<file path="src/rtl/qoi_decoder.sv">
// Byte-serial QOI chunk decoder: turns a raw chunk byte stream back into RGB pixels.
// Alpha is tracked for the colour-index hash only; each pixel is committed the cycle it is decoded.
module qoi_decoder #(
    parameter logic [7:0] INIT_ALPHA = 8'hFF
) (
    input  logic       clk,
    input  logic       rst,
    input  logic [7:0] in_data,
    input  logic       in_valid,
    output logic       in_ready,
    output logic [7:0] r,
    output logic [7:0] g,
    output logic [7:0] b,
    output logic       out_valid,
    input  logic       out_ready
);
    localparam logic [1:0] S_OP   = 2'd0;
    localparam logic [1:0] S_ARG  = 2'd1;
    localparam logic [1:0] S_EMIT = 2'd2;
    localparam logic [1:0] S_RUN  = 2'd3;

    logic [1:0]  state_q, state_d;
    logic [7:0]  op_q, op_d;
    logic [2:0]  cnt_q, cnt_d;
    logic [7:0]  ar_q, ar_d, ag_q, ag_d, ab_q, ab_d;
    logic [5:0]  run_q, run_d;
    logic [7:0]  pr_q, pg_q, pb_q, pa_q;
    logic [31:0] index_q [0:63];

    logic        accept_s, xfer_s, commit_s, last_s;
    logic [7:0]  nr_s, ng_s, nb_s, na_s, dg_s;
    logic [31:0] entry_s;
    logic [5:0]  hash_s;

    // 6-bit truncated colour hash of a packed {r,g,b,a} pixel
    function automatic logic [5:0] hash6(input logic [31:0] p);
        return p[29:24] * 6'd3 + p[21:16] * 6'd5 + p[13:8] * 6'd7 + p[5:0] * 6'd11;
    endfunction

    assign in_ready  = rst && ((state_q == S_OP) || (state_q == S_ARG));
    assign out_valid = (state_q == S_EMIT) || (state_q == S_RUN);
    assign r         = pr_q;
    assign g         = pg_q;
    assign b         = pb_q;
    assign accept_s  = in_valid && in_ready;
    assign xfer_s    = out_valid && out_ready;
    assign entry_s   = index_q[in_data[5:0]];
    assign hash_s    = hash6({nr_s, ng_s, nb_s, na_s});
    assign dg_s      = {2'b00, op_q[5:0]} - 8'd32;

    // Next-state decode and the pixel produced when a chunk completes
    always_comb begin
        state_d  = state_q;
        op_d     = op_q;
        cnt_d    = cnt_q;
        ar_d     = ar_q;
        ag_d     = ag_q;
        ab_d     = ab_q;
        run_d    = run_q;
        commit_s = 1'b0;
        last_s   = 1'b0;
        nr_s     = pr_q;
        ng_s     = pg_q;
        nb_s     = pb_q;
        na_s     = pa_q;
        case (state_q)
            S_OP: begin
                if (accept_s) begin
                    op_d  = in_data;
                    cnt_d = 3'd0;
                    if ((in_data == 8'hFE) || (in_data == 8'hFF) || (in_data[7:6] == 2'b10)) begin
                        state_d = S_ARG;
                    end else if (in_data[7:6] == 2'b00) begin
                        {nr_s, ng_s, nb_s, na_s} = entry_s;
                        commit_s = 1'b1;
                        state_d  = S_EMIT;
                    end else if (in_data[7:6] == 2'b01) begin
                        nr_s     = pr_q + {6'd0, in_data[5:4]} - 8'd2;
                        ng_s     = pg_q + {6'd0, in_data[3:2]} - 8'd2;
                        nb_s     = pb_q + {6'd0, in_data[1:0]} - 8'd2;
                        commit_s = 1'b1;
                        state_d  = S_EMIT;
                    end else begin
                        run_d    = in_data[5:0] + 6'd1;
                        commit_s = 1'b1;
                        state_d  = S_RUN;
                    end
                end else begin
                    state_d = S_OP;
                end
            end
            S_ARG: begin
                if (op_q == 8'hFE) begin
                    last_s = (cnt_q == 3'd2);
                end else if (op_q == 8'hFF) begin
                    last_s = (cnt_q == 3'd3);
                end else begin
                    last_s = (cnt_q == 3'd0);
                end
                if (accept_s) begin
                    cnt_d = cnt_q + 3'd1;
                    case (cnt_q)
                        3'd0:    ar_d = in_data;
                        3'd1:    ag_d = in_data;
                        3'd2:    ab_d = in_data;
                        default: ab_d = ab_q;
                    endcase
                    if (last_s) begin
                        commit_s = 1'b1;
                        state_d  = S_EMIT;
                        if (op_q == 8'hFE) begin
                            nr_s = ar_q;
                            ng_s = ag_q;
                            nb_s = in_data;
                        end else if (op_q == 8'hFF) begin
                            nr_s = ar_q;
                            ng_s = ag_q;
                            nb_s = ab_q;
                            na_s = in_data;
                        end else begin
                            // LUMA: red/blue deltas are relative to the green delta
                            nr_s = pr_q + dg_s + {4'd0, in_data[7:4]} - 8'd8;
                            ng_s = pg_q + dg_s;
                            nb_s = pb_q + dg_s + {4'd0, in_data[3:0]} - 8'd8;
                        end
                    end else begin
                        state_d = S_ARG;
                    end
                end else begin
                    state_d = S_ARG;
                end
            end
            S_EMIT: begin
                if (xfer_s) begin
                    state_d = S_OP;
                end else begin
                    state_d = S_EMIT;
                end
            end
            S_RUN: begin
                if (xfer_s) begin
                    if (run_q == 6'd1) begin
                        state_d = S_OP;
                    end else begin
                        run_d = run_q - 6'd1;
                    end
                end else begin
                    state_d = S_RUN;
                end
            end
            default: begin
                state_d = S_OP;
            end
        endcase
    end

    // State, previous pixel and colour index registers
    always_ff @(posedge clk) begin
        if (!rst) begin
            state_q <= S_OP;
            op_q    <= 8'd0;
            cnt_q   <= 3'd0;
            ar_q    <= 8'd0;
            ag_q    <= 8'd0;
            ab_q    <= 8'd0;
            run_q   <= 6'd0;
            pr_q    <= 8'd0;
            pg_q    <= 8'd0;
            pb_q    <= 8'd0;
            pa_q    <= INIT_ALPHA;
            for (int i = 0; i < 64; i++) begin
                index_q[i] <= 32'd0;
            end
        end else begin
            state_q <= state_d;
            op_q    <= op_d;
            cnt_q   <= cnt_d;
            ar_q    <= ar_d;
            ag_q    <= ag_d;
            ab_q    <= ab_d;
            run_q   <= run_d;
            if (commit_s) begin
                pr_q            <= nr_s;
                pg_q            <= ng_s;
                pb_q            <= nb_s;
                pa_q            <= na_s;
                index_q[hash_s] <= {nr_s, ng_s, nb_s, na_s};
            end
        end
    end
endmodule

</file>
<file path="config.mk">
export PLATFORM = sky130hd
export DESIGN_NAME = qoi_decoder
export DESIGN_NICKNAME = d
export VERILOG_FILES = /design/src/rtl/qoi_decoder.sv
export SDC_FILE = /design/constraint.sdc
export NUM_CORES = 2
export LEC_CHECK = 0
export ABC_CLOCK_PERIOD_IN_PS = 39200
export CORE_UTILIZATION = 45
export DETAILED_ROUTE_END_ITERATION = 16
export PLACE_DENSITY = 0.7
export SETUP_SLACK_MARGIN = 0.2
export SLEW_MARGIN = 15
export SYNTH_ARGS = -nofsm -noshare
export SYNTH_HDL_FRONTEND = slang
export SYNTH_SLANG_ARGS = --single-unit
</file>
<file path="constraint.sdc">
create_clock -name clk -period 39.2 [get_ports clk]
set_input_delay 7.84 -clock clk [delete_from_list [all_inputs] [get_ports clk]]
set_output_delay 7.84 -clock clk [all_outputs]
set_load 0.02 [all_outputs]
</file>
# ---- Yosys cells after proc, flatten, opt, wreduce, memory -nomap -nowiden
# Memory sizes are Yosys's and may differ from the RTL's.
# Cells that the tools add are included.
dict set report totals {
  ramBits 2048
  n_memories 1
  inputBits 12
  wordCells 146
  reg_bits 75
  out_inout_bits 26
}
dict set report classes {
  muxes 70
  addsub 20
  multipliers 4
  n_eq_ne 21
  reduce_logical 19
}
# memory words word_bits rd rd_clocked_by_memory_dff wr line_no
set mem_list {}
lappend mem_list {index_q 64 32 1 0 64 28} ;# logic [31:0] index_q [0:63];
# cell n
set op_table {}
lappend op_table {{$mux W8} 31}
lappend op_table {{$pmux W8 S2} 4}
lappend op_table {{$mux W6} 7}
lappend op_table {{$eq A8 B8 Y1 const B} 4}
lappend op_table {{$mux W32} 1}
lappend op_table {{$reduce_or A32 Y1} 1}
lappend op_table {{$add A8 B2 Y8} 3}
lappend op_table {{$add A8 B8 Y8} 3}
lappend op_table {{$sub A8 B2 Y8 const B} 3}
lappend op_table {{$add A6 B6 Y6} 3}
lappend op_table {{$add A8 B4 Y8} 2}
lappend op_table {{$sub A8 B4 Y8 const B} 2}
lappend op_table {{$mux W1} 14}
lappend op_table {{$mux W2} 7}
lappend op_table {{$ne A2 B2 Y1 const B} 7}
lappend op_table {{$mul A6 B3 Y6 const B} 2}
lappend op_table {{$pmux W6 S2} 1}
lappend op_table {{$reduce_and A3 Y1} 4}
lappend op_table {{$pmux W2 S4} 1}
lappend op_table {{$reduce_and A7 Y1} 1}
lappend op_table {{$sub A6 B6 Y7 const B} 1}
lappend op_table {{$add A6 B1 Y6 const B} 1}
lappend op_table {{$eq A2 B2 Y1 const B} 3}
lappend op_table {{$eq A3 B2 Y1 const B} 2}
lappend op_table {{other kinds (17)} 26}

# ---- Longest topological paths before layout
dict set report logic_depth {
  ltp_word 14
  ltp_mapped 41
  mapped_depth_nobuf 27
}

# ---- Worst setup path after synthesis
# No wires, ideal clock.
dict set report synth_timing {
  path_kind {in2reg}
  from {input port in_data[2]}
  to {memory index_q[57][0], enable pin}
  setup_slack_ps 20314
  arrival_time_ps 18428
  required_time_ps 38741
  setup_ps 459
  path_buffers 10
  cell_stages 37
  path_cell_list {buf_2 -> inv_1 -> buf_2 -> buf_2 -> buf_4 -> buf_2 -> clkbuf_1 -> fa_1 -> inv_1 -> ha_1 -> ha_1 -> fa_1 -> xor2_1 -> nor2_1 -> a21oi_1 -> a22o_1 -> a41oi_1 -> clkbuf_1 -> fa_1 -> inv_1 -> fa_1 -> inv_1 -> fa_1 -> fa_1 -> fa_1 -> inv_1 -> ha_1 -> a21oi_1 -> xnor2_1 -> xnor2_1 -> xnor2_1 -> xnor2_1 -> xor3_1 -> buf_2 -> clkbuf_1 -> buf_2 -> o21ai_0}
}
# element line_no
set synth_lines {}
lappend synth_lines {{start, declared} 8} ;# input logic [7:0] in_data,
lappend synth_lines {{end, declared} 28}

==> results.tsv <==
stage	metric	value	unit
clock_network	clock-pin slew on the worst setup and hold paths	0.06	ns
route	wire length reported by the detailed router	307.8	mm
critical_path	Crit path largest cell delay	1.02	ns
critical_path	CP max-delay cell	o221a_4	
floorplan	count of boundary I/O pins	38	
synth	Synth Area in XOR/XNOR	0.5929	%
clock_network	clock insertion delay at the later pin of the skew report	0.88	ns
clock_network	Clock H-tree levels	4	
clock_network	cts bufs inserted	202	
run	max_cap viols	1	
worst_hold_path	type of the tightest min-delay check	reg2reg	
route	number of detailed-route iterations in the first pass	7	
critical_path	Setup Crit Path Kind	in2reg	
synth	arithmetic-cell share of the synthesized area counting full adders, half adders and majority gates	1.966	%
synth	share of the synthesized area in the top cell type	61.53	%
global_route	Global Route Usage Sum	29.17	%
synth	post-synthesis sequential area ratio	63.09	%
floorplan	area of the core	0.2071	mm^2
floorplan	Cell Rows	167	
clock_network	CTS sink count	1993	
timing	hold violation total from the final report	0	
synth	area share of and/or/nand/nor cells after synthesis	12.70	%
clock_network	quantity of hold-fixing buffers added after cts	0	
critical_path	Critical path buffers and inverters	12	
timing	share of the cycle needed by the critical path after routing	53.56	%
timing	Slew @ Worst Pin	1.465	ns
clock_network	setup fix buffers added after clock tree synthesis	0	
critical_path	maximum fanout encountered on the critical timing path	177	
status	status	complete, but fails checks	
timing	Slew Limit Headroom	1.425	%
final_layout	fraction of final layout cells sized beyond drive strength 1	20.16	%
synth	count of flip-flops with a built-in enable after synthesis	1920	
synth	fraction of synthesized area in multiplexers	14.26	%
global_route	GRT overflow	0	
floorplan	Die X	458.3	um
timing	highest attainable clock frequency	47.63	MHz
timing	setup repair after global routing missed its margin	no	
clock_network	root buffer cell	clkbuf_16	
route	DRC violations left	0	
critical_path	data required time at the worst endpoint	39.78	ns
timing	time the final worst path needs with I/O delays and setup	21.00	ns
synth	main combinational cell family by area after synthesis	multiplexers	
clock_network	CTS tree	built	
timing	Final Max Slew Viols	0	
final_layout	number of nets in the layout	6288	
synth	synthesized area divided by synthesized cell count	14.41	um^2
critical_path	Worst Path Arrival	21.58	ns
final_layout	Area growth, synth to finish	9.907	%
critical_path	crit path launch type	input pin	
final_layout	leading cell types in the layout, fill and taps excluded	edfxtp_1 (1920), nor3_1 (1859), mux4_2 (531), buf_4 (230), clkbuf_16 (205)	
status	violations in the final reports	max-capacitance violations	
timing	number of setup violations in the final report	0	
place	detailed placer's ending HPWL	174.3	mm
synth	top cell type by total area after synthesis	edfxtp_1	
synth	Post-Syn Instances	6502	
critical_path	Worst setup EP type	flop	
route	vias post-DR	61570	
route	number of vias per cell after detailed routing	6.761	
place	gpl congestion	0.9501	
final_layout	most common cell after layout, fill and taps aside	edfxtp_1	
synth	dominant cells by area after synthesis	edfxtp_1 (62%), mux4_2 (13%), nor3_1 (9.9%)	
global_route	largest net degree at the start of global routing	239	
place	count of buffers from port buffering	37	
timing	TNS Setup	0	ns
global_route	number of antenna violations at the first check in global routing	17	
synth	Post-Synthesis Cell Area	0.09370	mm^2
floorplan	chip height	458.3	um
clock_network	cts repair resizes	0	
route	residual antenna-violating net count after detailed routing	0	
synth	number of warnings issued by yosys	0	
synth	Unique masters post-synth	77	
floorplan	die area	0.2100	mm^2
global_route	global-route wire length before repair	439.3	mm
synth	share of the synthesized area in compound gates (AO/OA/AOI/OAI)	2.584	%
synth	main flop type after synthesis	edfxtp_1	
synth	number of synthesized register bits	1993	
timing	clk_skew	0.04039	ns
route	drt wl/cell	33.79	um
critical_path	crit-path most repeated cell	buf_4	
synth	number of nets in the synthesized netlist	6639	
critical_path	Largest delay share family, worst path	buffers and inverters	
route	1st-iter DRT viols	9809	
floorplan	initial cell density of the core	45.25	%
synth	share of synthesized flip-flops with an asynchronous set or reset	0	%
clock_network	clock tree buffer depth	3	
final_layout	fill count	17128	
global_route	via count of the first global-routing pass	59552	
## cell families after synthesis
kind of cell / Yosys count
DFF: 1993
xor gates and xnor gates: 57
buffers and inverters: 946
AOI/OAI and AO/OA: 358
adders and majority gates: 125
and+or+nand+nor: 2366
muxes: 657
## worst paths after layout
path	from	cells past startpoint	slack, ns	to
max	in_data[0]	35	18.20	index_q[6][24]
min	op_q[6]	2	0.47	op_q[6]
max reg2reg	state_q[1]	29	26.91	index_q[6][24]
min reg2reg	op_q[6]	2	0.47	op_q[6]
## worst min-delay path: stages (launching register included)
cell and delay (ns):
dfxtp_1 0.32, nand2_1 0.05, a21oi_1 0.05
## stage by stage
stage          hold slack, ns  utilization (%)  instances  setup WS, ns  area (um^2)
2_1_floorplan          0.4367                -       6502         20.31        93700
3_3_place_gp           0.4467            46.68       8734         17.29        96660
3_5_place_dp           0.4498            46.68       8734         17.28        96670
4_1_cts                0.4706            49.71       9098         18.13       102900
5_1_grt                0.4971            49.72       9100         17.44       103000
6_report               0.4727            49.73       9107         18.20       103000
## synthesized netlist by cell type (all sizes together), types with 9 or more instances
library cell,instances
nor3,1938
edfxtp,1920
mux4,539
buf,440
clkbuf,389
nand2,217
nor2,123
inv,117
mux2i,108
o21ai,108
ha,88
dfxtp,73
a21oi,69
xnor2,41
fa,37
a22oi,28
a31oi,22
nand3,22
and3,17
a221oi,16
nor2b,12
o22ai,12
xor2,12
mux2,10
o21bai,10
a21o,9
a22o,9
nand4,9
o211ai,9
## per-layer routing
metal	up-vias	GRT usage [%]	part of all wire, %
li1	24679	-	-
met1	31097	38.79	35
met2	4852	44.20	45
met3	922	7.916	14
met4	20	14.59	5.7
met5	-	0	0.047
## flip-flops by register name (all words and copies together) (netlist names), 8 cells and up
name     cells
b            8
index_q   1920
g            8
ab_q         8
r            8
ag_q         8
op_q         8
ar_q         8
## layout make-up
type	instances	area [um^2]	share of cell area (%)
Sequential cell	1993	59120	57.41
Multi-Input combinational cell	3563	31400	30.49
Clock buffer	249	5295	5.142
Tap cell	2788	3488	3.387
Timing Repair Buffer	274	2253	2.188
Clock inverter	115	965.9	0.9380
Inverter	117	444.2	0.4313
Antenna cell	8	20.02	0.01944
Power is left out: the tool's default activity adds up to more than one toggle a clock period on the data nets, which glitch-free logic cannot reach.
